[config.mk]
export PLATFORM = sky130hd
export DESIGN_NAME = io_uart_tx_port_flat
export DESIGN_NICKNAME = d
export VERILOG_FILES = /design/src/rtl/io_uart_tx_port_if.sv /design/src/rtl/io_uart_tx_port.sv /design/src/flat_wrapper.sv
export SDC_FILE = /design/constraint.sdc
export NUM_CORES = 1
export LEC_CHECK = 0
export BUFFER_PORTS_ARGS = -buffer_cell sky130_fd_sc_hd__buf_2
export CAP_MARGIN = 20
export CORE_MARGIN = 8
export CORE_UTILIZATION = 45
export DETAILED_ROUTE_END_ITERATION = 8
export GPL_ROUTABILITY_DRIVEN = 0
export HOLD_SLACK_MARGIN = 0.03
export PLACE_DENSITY = 0.66
export SLEW_MARGIN = 5
export SYNTH_ARGS = -nofsm -noshare
export SYNTH_HDL_FRONTEND = slang
export SYNTH_SLANG_ARGS = --single-unit
[constraint.sdc]
create_clock -name clk -period 6.35 [get_ports clk]
set_clock_uncertainty 0.2 [all_clocks]
set_input_delay 0.635 -clock clk [delete_from_list [all_inputs] [get_ports clk]]
set_output_delay 0.635 -clock clk [all_outputs]
set_load 0.05 [all_outputs]
[src/rtl/io_uart_tx_port_if.sv]
// CPU data/address bus bundle seen by the memory-mapped UART transmit port.
// The master drives address/data/strobes; the slave returns the status byte and its bus enable.
`timescale 1ns/1ps
interface io_uart_tx_port_if;
    logic [15:0] address;
    logic [7:0]  data_in;
    logic        wr_e;
    logic        re_e;
    logic        o_en;
    logic [7:0]  data_out;
    logic        data_oe;

    modport master (
        output address, data_in, wr_e, re_e, o_en,
        input  data_out, data_oe
    );

    modport slave (
        input  address, data_in, wr_e, re_e, o_en,
        output data_out, data_oe
    );
endinterface

[src/rtl/io_uart_tx_port.sv]
// Memory-mapped UART transmitter: CPU stores are queued in a small FIFO and sent as 8N1 frames.
// Define UART_PARITY_EN to append an even-parity bit to every frame (8E1).
`timescale 1ns/1ps
module io_uart_tx_port #(
    parameter logic [15:0] PORT_ADDR    = 16'hFF00,
    parameter logic [15:0] STATUS_ADDR  = 16'hFF01,
    parameter int          FIFO_DEPTH   = 4,
    parameter int          CLKS_PER_BIT = 16
) (
    input  logic              clk,
    input  logic              rst,
    io_uart_tx_port_if.slave  bus,
    output logic              tx,
    output logic              busy,
    output logic              irq_empty
);
    localparam int PTR_W = (FIFO_DEPTH > 1) ? $clog2(FIFO_DEPTH) : 1;
    localparam int CNT_W = $clog2(FIFO_DEPTH + 1);
    localparam int BIT_W = (CLKS_PER_BIT > 1) ? $clog2(CLKS_PER_BIT) : 1;

`ifdef UART_PARITY_EN
    localparam logic PARITY_FLAG = 1'b1;
`else
    localparam logic PARITY_FLAG = 1'b0;
`endif

    typedef enum logic [2:0] {
        IDLE   = 3'd0,
        START  = 3'd1,
        DATA   = 3'd2,
        PARITY = 3'd3,
        STOP   = 3'd4
    } state_t;

    state_t             state_reg;
    logic [BIT_W-1:0]   bit_cnt_reg;
    logic [2:0]         bit_idx_reg;
    logic [7:0]         shift_reg;
    logic               tx_reg;
    logic [PTR_W-1:0]   wr_ptr_reg;
    logic [PTR_W-1:0]   rd_ptr_reg;
    logic [CNT_W-1:0]   count_reg;
    logic               overflow_reg;
    logic [7:0]         mem [FIFO_DEPTH];

    logic wr_strobe;
    logic rd_sel;
    logic fifo_empty;
    logic fifo_full;
    logic bit_done;
    logic pop;
    logic push;
    logic ovf_set;

    assign wr_strobe  = bus.wr_e & ~bus.o_en & (bus.address == PORT_ADDR);
    assign rd_sel     = bus.re_e & bus.o_en & (bus.address == STATUS_ADDR);
    assign fifo_empty = (count_reg == '0);
    assign fifo_full  = (count_reg == CNT_W'(FIFO_DEPTH));
    assign bit_done   = (bit_cnt_reg == BIT_W'(CLKS_PER_BIT - 1));

    // The shifter takes the head from IDLE, or straight from the end of STOP so frames abut.
    assign pop     = ~fifo_empty & ((state_reg == IDLE) | ((state_reg == STOP) & bit_done));
    assign push    = wr_strobe & (~fifo_full | pop);
    assign ovf_set = wr_strobe & fifo_full & ~pop;

    assign busy        = (state_reg != IDLE) | ~fifo_empty;
    assign irq_empty   = ~busy;
    assign tx          = tx_reg;
    assign bus.data_oe = rd_sel;
    assign bus.data_out = rd_sel ? {3'b000, PARITY_FLAG, busy, overflow_reg, fifo_full, fifo_empty}
                                 : 8'h00;

    always_ff @(posedge clk) begin
        if (push) begin
            mem[wr_ptr_reg] <= bus.data_in;
        end
    end

    always_ff @(posedge clk or posedge rst) begin
        if (rst) begin
            wr_ptr_reg   <= '0;
            rd_ptr_reg   <= '0;
            count_reg    <= '0;
            overflow_reg <= 1'b0;
        end else begin
            if (push) begin
                wr_ptr_reg <= wr_ptr_reg + PTR_W'(1);
            end
            if (pop) begin
                rd_ptr_reg <= rd_ptr_reg + PTR_W'(1);
            end
            case ({push, pop})
                2'b10:   count_reg <= count_reg + CNT_W'(1);
                2'b01:   count_reg <= count_reg - CNT_W'(1);
                default: count_reg <= count_reg;
            endcase
            // A fresh overflow on the same edge as a status read must stay visible.
            if (ovf_set) begin
                overflow_reg <= 1'b1;
            end else if (rd_sel) begin
                overflow_reg <= 1'b0;
            end
        end
    end

    always_ff @(posedge clk or posedge rst) begin
        if (rst) begin
            state_reg   <= IDLE;
            bit_cnt_reg <= '0;
            bit_idx_reg <= '0;
            shift_reg   <= '0;
            tx_reg      <= 1'b1;
        end else begin
            case (state_reg)
                IDLE: begin
                    tx_reg      <= 1'b1;
                    bit_cnt_reg <= '0;
                    if (pop) begin
                        shift_reg <= mem[rd_ptr_reg];
                        state_reg <= START;
                        tx_reg    <= 1'b0;
                    end
                end
                START: begin
                    if (bit_done) begin
                        bit_cnt_reg <= '0;
                        bit_idx_reg <= '0;
                        state_reg   <= DATA;
                        tx_reg      <= shift_reg[0];
                    end else begin
                        bit_cnt_reg <= bit_cnt_reg + BIT_W'(1);
                    end
                end
                DATA: begin
                    if (bit_done) begin
                        bit_cnt_reg <= '0;
                        if (bit_idx_reg == 3'd7) begin
`ifdef UART_PARITY_EN
                            state_reg <= PARITY;
                            tx_reg    <= ^shift_reg;
`else
                            state_reg <= STOP;
                            tx_reg    <= 1'b1;
`endif
                        end else begin
                            bit_idx_reg <= bit_idx_reg + 3'd1;
                            tx_reg      <= shift_reg[bit_idx_reg + 3'd1];
                        end
                    end else begin
                        bit_cnt_reg <= bit_cnt_reg + BIT_W'(1);
                    end
                end
`ifdef UART_PARITY_EN
                PARITY: begin
                    if (bit_done) begin
                        bit_cnt_reg <= '0;
                        state_reg   <= STOP;
                        tx_reg      <= 1'b1;
                    end else begin
                        bit_cnt_reg <= bit_cnt_reg + BIT_W'(1);
                    end
                end
`endif
                STOP: begin
                    if (bit_done) begin
                        bit_cnt_reg <= '0;
                        if (pop) begin
                            shift_reg <= mem[rd_ptr_reg];
                            state_reg <= START;
                            tx_reg    <= 1'b0;
                        end else begin
                            state_reg <= IDLE;
                            tx_reg    <= 1'b1;
                        end
                    end else begin
                        bit_cnt_reg <= bit_cnt_reg + BIT_W'(1);
                    end
                end
                default: begin
                    state_reg <= IDLE;
                    tx_reg    <= 1'b1;
                end
            endcase
        end
    end
endmodule
[src/flat_wrapper.sv]
// flat-port wrapper written by rule: the top's interface ports become plain ports
module io_uart_tx_port_flat 
#(
    parameter logic [15:0] PORT_ADDR    = 16'hFF00,
    parameter logic [15:0] STATUS_ADDR  = 16'hFF01,
    parameter int          FIFO_DEPTH   = 4,
    parameter int          CLKS_PER_BIT = 16
)
  (clk, rst, tx, busy, irq_empty, bus_address, bus_data_in, bus_wr_e, bus_re_e, bus_o_en, bus_data_out, bus_data_oe);
  io_uart_tx_port_if bus_i ();
  input  logic clk;
  input  logic rst;
  output logic tx;
  output logic busy;
  output logic irq_empty;
  input wire logic [$bits(bus_i.address)-1:0] bus_address;
  input wire logic [$bits(bus_i.data_in)-1:0] bus_data_in;
  input wire logic [$bits(bus_i.wr_e)-1:0] bus_wr_e;
  input wire logic [$bits(bus_i.re_e)-1:0] bus_re_e;
  input wire logic [$bits(bus_i.o_en)-1:0] bus_o_en;
  output wire logic [$bits(bus_i.data_out)-1:0] bus_data_out;
  output wire logic [$bits(bus_i.data_oe)-1:0] bus_data_oe;
  assign bus_i.address = bus_address;
  assign bus_i.data_in = bus_data_in;
  assign bus_i.wr_e = bus_wr_e;
  assign bus_i.re_e = bus_re_e;
  assign bus_i.o_en = bus_o_en;
  assign bus_data_out = bus_i.data_out;
  assign bus_data_oe = bus_i.data_oe;
  io_uart_tx_port #(.PORT_ADDR(PORT_ADDR), .STATUS_ADDR(STATUS_ADDR), .FIFO_DEPTH(FIFO_DEPTH), .CLKS_PER_BIT(CLKS_PER_BIT)) u_core (.clk(clk), .rst(rst), .bus(bus_i), .tx(tx), .busy(busy), .irq_empty(irq_empty));
endmodule
Yosys cells after proc, flatten, opt, wreduce, memory -nomap -nowiden

Memories as Yosys holds them, arrays and structs flattened.
Cells that the tools add are included.

Bits in registers: 27
Bits in writable memories: 32
Bits of input ports: 29
Output and inout port bits: 12
Logic and storage cells: 93
Memories: 1

Memory list:

| name       | depth | width | read ports | clocked after Yosys merged registers in | wr ports | line                  | source |
|---|---|---|---|---|---|---|---|
| u_core.mem | 4     | 8     | 1          | 0                                       | 1        | io_uart_tx_port.sv:44 | `logic [7:0] mem [FIFO_DEPTH];` |

$add $sub $neg: 6
$lt $le $gt $ge: 1
Equal/unequal tests: 16
Multiplexer cells: 30
Bitwise operators: 17
Reductions and logical operators: 13

Operators with widths:

| operator                                                                | number |
|---|---|
| 16-bit == test, second input constant                                   | 2 |
| 3-bit 2-to-1 mux                                                        | 8 |
| 8-bit 2-to-1 mux                                                        | 2 |
| 8-bit one-hot mux with 2 select lines                                   | 1 |
| 3-bit one-hot mux with 2 select lines                                   | 2 |
| 3-bit one-hot mux with 4 select lines                                   | 1 |
| 1-bit 2-to-1 mux                                                        | 11 |
| 2-bit by 1-bit inequality test with 1-bit output, second input constant | 5 |
| 2-bit nonzero test                                                      | 5 |
| 1-bit bitwise AND                                                       | 9 |
| 3-bit == test, second input constant                                    | 3 |
| 4-bit 2-to-1 mux                                                        | 2 |
| 4-bit one-hot mux with 2 select lines                                   | 1 |
| 3-bit by 1-bit adder with 3-bit output, second input constant           | 2 |
| 3-bit logical NOT                                                       | 2 |
| 1-bit NOT                                                               | 5 |
| 5-bit AND reduction                                                     | 1 |
| 2-bit by 1-bit adder with 2-bit output, second input constant           | 2 |
| 4-bit by 1-bit adder with 4-bit output, second input constant           | 1 |
| 4-bit == test, second input constant                                    | 1 |
| 3-bit by 4-bit < comparator with 1-bit output, second input constant    | 1 |
| 1-bit one-hot mux with 4 select lines                                   | 1 |
| 4-bit AND reduction                                                     | 1 |
| 1-bit binary-select mux with 3-bit select                               | 1 |
| 11 further kinds                                                        | 13 |

Depth between registers and ports, before layout

Gate-level depths: netlist of the first run.

Depth after elaboration: 8
Mapped depth: 11
Mapped depth without buffers: 11

Worst setup path before layout of the first run

OpenSTA, ideal clock, no wires.

Kind: input to output
Start: input bus_address[5]
End: output bus_data_out[1]
Data arrival time: 2377 ps
Required time: 5515 ps
Setup slack: 3138 ps
Stages: 4
Path buffers: 0
Cells stage by stage: or4_4 nor4_4 nand4_1 nor2_1

Word-level cells in the longest chain between the ends: 3

Ends and longest elaborated chain:

| item              | line                  | source |
|---|---|---|
| from (decl)       | flat_wrapper.sv:16    | `input wire logic [$bits(bus_i.address)-1:0] bus_address;` |
| 16-bit == test    | io_uart_tx_port.sv:56 | `assign rd_sel = bus.re_e & bus.o_en & (bus.address == STATUS_ADDR);` |
| 1-bit bitwise AND | io_uart_tx_port.sv:56 |  |
| 4-bit 2-to-1 mux  | io_uart_tx_port.sv:70 | `assign bus.data_out = rd_sel ? {3'b000, PARITY_FLAG, busy, overflow_reg, fifo_full, fifo_empty}` |
| to (decl)         | flat_wrapper.sv:21    | `output wire logic [$bits(bus_i.data_out)-1:0] bus_data_out;` |

Every way passes these cells.

Final worst setup path of the first run

Start: input bus_address[5]
End: output bus_data_out[3]

The elaborated chain is that of the path after synthesis.

==> results.md, run 1 <==
- The critical path's largest stage delay is 0.54 ns.
- Total power for the finished layout comes to 0.795 mW.
- The number of pins with negative max-slew slack in the final report was 0.
- The minimum period implied by the final worst setup slack is 3.12 ns.
- The detailed-route DRC error count is 0.
- The number of antenna repair diodes is 0.
- Cells with a size suffix above 1 make up 32.1% of the layout.
- The signed area change from the synthesized netlist to the final layout is 17.5%.
- In the post-synthesis netlist, the biggest area contributors are sky130_fd_sc_hd__edfxtp_1 (35%), sky130_fd_sc_hd__dfrtp_1 (23%), sky130_fd_sc_hd__mux4_2 (7.3%).
- The violation count after the first detailed-route iteration is 55.
- The number of hold buffers added after CTS was 0.
- The buffer count from post-CTS setup fixing is 0.
- The synthesized design contains 32 enable-type register cells.
- Using the TritonRoute via totals, the vias-per-cell ratio works out to 5.11.
- The sequential share of the synthesized area is 59.1%.
- Dividing the final minimum period by the clock period gives 49.2%.
- The total placed cells including tap cells is 304.
- Across the run, the number of max-cap violations was 0.
- The unique cell type count in the Yosys netlist is 50.
- Setup violations remaining at the end of the flow were counted as 0.
- The number of cells in the finished layout apart from fillers is 321.
- The mean routed wirelength per cell is 14.5 µm.
- The synthesized netlist cell count is 199.
- The peak fanout along the critical path is 6.
- Clock-pin slew was measured on the worst setup and hold paths at 0.06 ns.
- The critical path contains buffers and inverters numbering 2 combined.
- The worst hold path belongs to the class in2async.
- The hold violation count in the final report was 0.
- The site row count is 28.
- The mapped netlist covers 2770 µm².
- In this run the mean area of a mapped cell was 13.9 µm².
- Post-CTS repair changed the size of 0 cells.
- Across all layers, the routed design uses 1641 vias.
- In this run the tightest slew margin relative to its limit is 62.2%.
- The HPWL after detailed placement is 3470 µm.
- For this design the top-level I/O count stands at 41.
- The data required time at the worst endpoint is 5.51 ns.
- The total length of routed wires is 4660 µm.
- The number of search-and-repair iterations in the first detailed-routing pass is 4.
- During synthesis, Yosys emitted a total of 0 warnings.
- Clock tree synthesis found a total of 59 sinks.
- The critical path capture point type is an output port.
- The antenna violation net count after detailed routing is 0.
- The die footprint is 8920 µm².
- For the pin with the worst max-slew slack, the measured transition is 0.568 ns.
- The die is 94.5 µm wide.
- The first global-routing pass estimated 7920 µm of wire.
- The net count reported at finish is 279.
- The via count of the first global-routing pass is 1717.
- The cell with the most instances on the worst path is sky130_fd_sc_hd__buf_2.
- Static timing analysis puts the maximum clock frequency at 320 MHz.
- The total leakage power is 1.35 nW.
- Setup repair after global routing left no endpoint under its margin.
- Summed over its instances, the top area cell type makes up 34.7% of the synthesized netlist area.
- For the worst-skew pair, the clock arrives at the later sink with an insertion delay of 0.33 ns.
- The worst setup path is launched from a primary input.
- The worst reg-to-reg setup slack is 3.59 ns.
- From bottom edge to top edge, the die measures 94.5 µm.
- The number of synthesized register bits is 59.
- The total grt overflow is 0.
- The dominant delay contributor by cell family on the critical path is simple AND/OR/NAND/NOR gates.
- The core box area is 5920 µm².
- The run finished with clean final reports.
- The number of flip-flops in the largest register is 32.
- The maximum buffer depth of the clock tree is 2.
- The sum of negative setup slack is 0 ns.
- TritonCTS built the clock tree.
- The level count of the clock H-tree is 3.
- The worst-path cell with the longest stage delay is sky130_fd_sc_hd__or4_4.
- The tightest hold margin is 0.104 ns.
- The synthesized design spends more area on one cell type than any other, namely sky130_fd_sc_hd__edfxtp_1.
- Of all flip-flops after synthesis, the portion carrying an async set or reset was 45.8%.
- The root buffer cell is sky130_fd_sc_hd__clkbuf_8.
- The largest net degree at the start of global routing is 28.
- The overall global routing resource usage is 11.7%.
- By startpoint and endpoint, the worst setup path is classified as in2out.
- The initial standard-cell utilization of the core is 46.8%.
- The number of buffers added by the clock tree synthesis step is 9.
- The number of antenna violations at the first check in global routing came to 0.
- STA puts the critical path data arrival time at 2.29 ns.
- The signal on the critical path passes through buf_2, or4_4, nor4_4, nand4_1, nor2_1, buf_2.
- Dividing total power by cell area gives a power density of 244 nW/µm².
- The number of port buffers is 36.
- The top flip-flop cell by instance count after synthesis is sky130_fd_sc_hd__edfxtp_1.
- Across the VDD grid, the largest voltage drop is 188 µV.
## cell type report
type	instances	area [µm²]
multi-input combinational	119	1040
timing repair buffer	38	215
clock inverter	5	77.6
sequential	59	1640
clock buffer	11	141
inverter	14	52.6
tap	75	93.8
fill	491	2670
## cells by family (layout without fill, tap and decap cells)
kind of cell,count (synthesis),in the layout,share of synthesized area (%)
AND/OR/NAND/NOR,52,52,10.4
multiplexers,25,25,13.6
buffers and inverters,24,68,3.84
XOR/XNOR,7,7,2.21
adder cells (fa/ha/maj),9,9,4.34
AO/OA/AOI/OAI,22,22,6.32
other,1,4,0.135
flip-flops,59,59,59.1
## routing by layer
metal	GRT usage [%]	up-vias	routed length (µm)
met2	18.9	31	2350
met1	13.3	789	2010
met5	0	-	0
met4	5.46	0	46
li1	-	817	-
met3	4.60	4	252
## stage by stage
| stage | util [%] | worst slack [ns] | instance area (µm²) |
|---|---|---|---|
| after floorplan | - | 3.14 | 2780 |
| after global routing | 55.0 | 3.06 | 3260 |
| after detailed placement | 50.8 | 3.23 | 3010 |
| final | 55.0 | 3.23 | 3260 |
| after global placement | 50.8 | 3.29 | 3010 |
| after CTS | 54.5 | 3.23 | 3230 |
## worst paths after layout
| kind | start | end | depth (start not counted) |
|---|---|---|---|
| worst min-delay path | rst | u_core.wr_ptr_reg[0] | 2 |
| worst max register to register | u_core.bit_cnt_reg[0] | u_core.count_reg[2] | 10 |
| worst max-delay path | bus_address[5] | bus_data_out[3] | 6 |
| max in group asynchronous | rst | u_core.tx | 3 |
| worst min register to register | u_core.tx | u_core.tx | 2 |
| min in group clk | u_core.tx | u_core.tx | 2 |
## synth_stat cells (2+ instances only)
cell type / n
sky130_fd_sc_hd__nand3_1: 5
sky130_fd_sc_hd__ha_1: 8
sky130_fd_sc_hd__inv_1: 14
sky130_fd_sc_hd__xnor2_1: 4
sky130_fd_sc_hd__o21ai_0: 3
sky130_fd_sc_hd__mux2i_1: 5
sky130_fd_sc_hd__nor3b_1: 2
sky130_fd_sc_hd__nor2b_1: 2
sky130_fd_sc_hd__clkbuf_1: 3
sky130_fd_sc_hd__buf_4: 4
sky130_fd_sc_hd__xor2_1: 3
sky130_fd_sc_hd__and2_1: 6
sky130_fd_sc_hd__a21oi_1: 2
sky130_fd_sc_hd__a211oi_1: 2
sky130_fd_sc_hd__nand2_1: 8
sky130_fd_sc_hd__mux4_2: 9
sky130_fd_sc_hd__a221oi_1: 2
sky130_fd_sc_hd__nor2_1: 15
sky130_fd_sc_hd__dfrtp_1: 26
sky130_fd_sc_hd__mux2_2: 10
sky130_fd_sc_hd__edfxtp_1: 32
sky130_fd_sc_hd__buf_1: 2
sky130_fd_sc_hd__a31oi_1: 2
sky130_fd_sc_hd__nor3_1: 4
## report_power, final
| part | internal [mW] | switching [mW] |
|---|---|---|
| registers | 0.404 | 0.00000844 |
| logic | 0.00863 | 0.0137 |
| clock network | 0.230 | 0.138 |
| total | 0.643 | 0.152 |
## layout by cell type, fill, tap and decap left out, types with 2 or more instances in the layout
| master | instances |
|---|---|
| sky130_fd_sc_hd__xor2_1 | 3 |
| sky130_fd_sc_hd__inv_1 | 14 |
| sky130_fd_sc_hd__nand3_1 | 5 |
| sky130_fd_sc_hd__mux2_2 | 10 |
| sky130_fd_sc_hd__a221oi_1 | 2 |
| sky130_fd_sc_hd__xnor2_1 | 4 |
| sky130_fd_sc_hd__nand2_1 | 8 |
| sky130_fd_sc_hd__nor2_1 | 15 |
| sky130_fd_sc_hd__ha_1 | 8 |
| sky130_fd_sc_hd__and2_1 | 6 |
| sky130_fd_sc_hd__conb_1 | 4 |
| sky130_fd_sc_hd__a211oi_1 | 2 |
| sky130_fd_sc_hd__edfxtp_1 | 32 |
| sky130_fd_sc_hd__o21ai_0 | 3 |
| sky130_fd_sc_hd__buf_2 | 36 |
| sky130_fd_sc_hd__clkbuf_8 | 10 |
| sky130_fd_sc_hd__mux4_2 | 9 |
| sky130_fd_sc_hd__nor3_1 | 4 |
| sky130_fd_sc_hd__a21oi_1 | 2 |
| sky130_fd_sc_hd__bufinv_16 | 2 |
| sky130_fd_sc_hd__nor3b_1 | 2 |
| sky130_fd_sc_hd__a31oi_1 | 2 |
| sky130_fd_sc_hd__nor2b_1 | 2 |
| sky130_fd_sc_hd__dfrtp_1 | 26 |
| sky130_fd_sc_hd__mux2i_1 | 5 |
Power figures use the tool's default switching activity.
==> run 2, diff against run 1 <==
==> constraint.sdc (replaced) <==
create_clock -name clk -period 3.3 [get_ports clk]
set_clock_uncertainty 0.2 [all_clocks]
set_input_delay 0.33 -clock clk [delete_from_list [all_inputs] [get_ports clk]]
set_output_delay 0.33 -clock clk [all_outputs]
set_load 0.05 [all_outputs]
==> results.md, run 2 (synthesized netlist as in run 1, its figures left out) <==
- The level count of the clock H-tree came to 3 (unchanged).
- The hold-critical path depth is 3.
- The most common cell after layout, fill and taps aside is sky130_fd_sc_hd__buf_2 (unchanged).
- The critical path capture point type is a register (was output port).
- The cts-stage hold buffer count was 8 (was 0).
- The worst flop-to-flop path startpoint was u_core.bit_cnt_reg[0] (unchanged).
- The total length of routed wires came to 4760 µm (was 4660 µm).
- The die outline width is 94.5 µm (unchanged).
- The number of cells in the finished layout apart from fillers is 329 (was 321).
- The wire length of the first global-routing pass came to 7710 µm (was 7920 µm).
- The signed area change from the synthesized netlist to the final layout is 21.2% (was 17.5%).
- The number of search-and-repair iterations in the first detailed-routing pass is 4 (unchanged).
- The net count reported at finish came to 288 (was 279).
- The setup violation total in the final timing report was 0 (unchanged).
- The largest vdd supply drop is 328 µV (was 188 µV).
- In the finished design, the share of the clock period the worst path needs comes to 82.5%.
- The via-per-instance ratio came to 5.05 (was 5.11).
- The top-level port count is 41 (unchanged).
- The path type of the worst setup path was reg2reg (was in2out).
- The origin of the worst min-delay path is bus_wr_e.
- The buffer count from post-CTS setup fixing is 0 (unchanged).
- The site row count is 28 (unchanged).
- Setup repair after global routing missed its margin: no (unchanged).
- The via count of the first global-routing pass is 1642 (was 1717).
- The number of pins with negative max-slew slack in the final report is 0 (unchanged).
- The count of instances resized after the clock tree is built was 0 (unchanged).
- The root buffer cell is sky130_fd_sc_hd__clkbuf_8 (unchanged).
- The hold violation count in the final report came to 0 (unchanged).
- The clock input transition at the sequential cells of the worst setup and hold paths is 0.07 ns (was 0.06 ns).
- The overall global routing resource usage came to 11.2% (was 11.7%).
- The HPWL after detailed placement was 3460 µm (was 3470 µm).
- Most frequent cells in the layout: sky130_fd_sc_hd__buf_2 (36), sky130_fd_sc_hd__edfxtp_1 (32), sky130_fd_sc_hd__dfrtp_1 (26), sky130_fd_sc_hd__nor2_1 (15), sky130_fd_sc_hd__inv_1 (14) (unchanged).
- The TritonCTS clock tree is yes (unchanged).
- The peak fanout along the critical path came to 7 (was 6).
- The clock sink count is 59 (unchanged).
- The reg-to-reg critical path endpoint was u_core.count_reg[2] (unchanged).
- The share of post-route cells with drive strength above 1 is 31.1% (was 32.1%).
- The total leakage power is 1.39 nW (was 1.35 nW).
- The mean routed wirelength per cell is 14.5 µm (about the same).
- Status: finished, final reports clean (unchanged).
- The number of buffers added by the clock tree synthesis step was 9 (unchanged).
- The total vias in the final route is 1660 (was 1641).
- The worst-skew pair later-pin latency is 0.33 ns (about the same).
- The number of maximum-capacitance violations was 0 (unchanged).
- The antenna violation net count after detailed routing was 0 (unchanged).
- The sum of negative setup slack came to 0 ns (unchanged).
- The vertical extent of the die came to 94.5 µm (unchanged).
- The number of cells traversed by the worst register-to-register path is 11 (was 10).
- The number of flip-flops in the largest register is 32 (unchanged).
- The power density over the cells is 476 nW/µm² (was 244 nW/µm²).
- The data required time at the worst endpoint is 3.31 ns (was 5.51 ns).
- The worst reg-to-reg setup slack came to 0.58 ns (was 3.59 ns).
- The die footprint is 8920 µm² (unchanged).
- The detailed-route DRC error count is 0 (unchanged).
- The power consumption is 1.60 mW (was 0.795 mW).
- The total placed cells including tap cells is 304 (unchanged).
- The maximum buffer depth of the clock tree is 2 (unchanged).
- The path category of the worst min-delay check is in2reg (was in2async).
- The total grt overflow came to 0 (unchanged).
- The number of filler instances in the final layout is 504 (was 491).
- The endpoint with the worst hold slack is u_core.overflow_reg.
- The number of port buffers is 36 (unchanged).
- The relative slew slack came to 62.2% (about the same).
- The initial standard-cell utilization of the core is 46.8% (unchanged).
- Static timing analysis puts the maximum clock frequency at 367 MHz.
- The critical path launch point type was a register (was primary input).
- The number of antenna repair diodes came to 0 (unchanged).
- The minimum period implied by the final worst setup slack is 2.72 ns.
- The core box area is 5920 µm² (unchanged).
- The data arrival time of the critical path is 2.73 ns (was 2.29 ns).
- The pin slew with the least headroom to its limit was 0.567 ns (was 0.568 ns).
- The violation count after the first detailed-route iteration was 50 (was 55).
- The largest net degree at the start of global routing is 28 (unchanged).
- The number of antenna violations at the first check in global routing came to 0 (unchanged).
- The tightest hold margin was 0.182 ns (was 0.104 ns).
-- run 2: cell count changes in the layout (fill, tap and decap cells not counted) --
cell | previous run | this run
sky130_fd_sc_hd__bufinv_16 | 2 | 3
sky130_fd_sc_hd__clkbuf_8 | 10 | 9
sky130_fd_sc_hd__clkinv_1 | 1 | 0
sky130_fd_sc_hd__clkinv_4 | 1 | 0
sky130_fd_sc_hd__clkinvlp_4 | 0 | 1
sky130_fd_sc_hd__dlygate4sd3_1 | 0 | 9
-- run 2: area by class of cell --
cell class                 instances  area, µm²  area share (%)
clock buffer                      10        128            3.80
clock inverter                     5        103            3.06
inverter                          14       52.6            1.57
multi-input combinational        119       1040            30.9
sequential                        59       1640            48.8
tap                               75       93.8            2.80
timing repair buffer              47        305            9.09
-- run 2: power breakdown --
part	internal, mW	switching, mW
sequential	0.778	0.0000163
combinational	0.0236	0.0276
clock	0.496	0.273
-- run 2: metal layers --
layer	GRT usage [%]	part of all wire (%)
met4	2.73	0.61
met1	14.5	47
met2	17.0	46
met5	0	0
met3	4.84	6.1
-- run 2: how the worst max path moves through the flow --
stage	cells after the start	slack (ns)	from	to
global placement	11	0.58	bus_address[5]	u_core.count_reg[2]
global route	11	0.35	u_core.bit_cnt_reg[0]	u_core.count_reg[2]
detailed placement	11	0.51	bus_address[5]	u_core.count_reg[2]
finish	11	0.58	u_core.bit_cnt_reg[0]	u_core.count_reg[2]
CTS	11	0.55	u_core.bit_cnt_reg[0]	u_core.count_reg[2]
floorplan	10	0.65	u_core.bit_cnt_reg[0]	u_core.count_reg[2]
-- run 2: worst max-delay path, stage by stage, from the launching register on --
cell	delay (ns)
sky130_fd_sc_hd__dfrtp_1	0.39
sky130_fd_sc_hd__ha_1	0.22
sky130_fd_sc_hd__nand3_1	0.20
sky130_fd_sc_hd__a211oi_1	0.39
sky130_fd_sc_hd__o2111a_2	0.34
sky130_fd_sc_hd__inv_1	0.06
sky130_fd_sc_hd__ha_1	0.21
sky130_fd_sc_hd__inv_1	0.08
sky130_fd_sc_hd__fa_1	0.18
sky130_fd_sc_hd__xor2_1	0.15
sky130_fd_sc_hd__nor2_1	0.06
sky130_fd_sc_hd__xor2_1	0.14
-- run 2: through the flow --
stage,setup slack (ns),utilization (%),instance area (µm²)
final,0.579,56.7,3360
after global routing,0.346,56.7,3360
after CTS,0.549,56.1,3320
after detailed placement,0.514,50.8,3010
after global placement,0.580,50.8,3010
after floorplan,0.648,-,2780
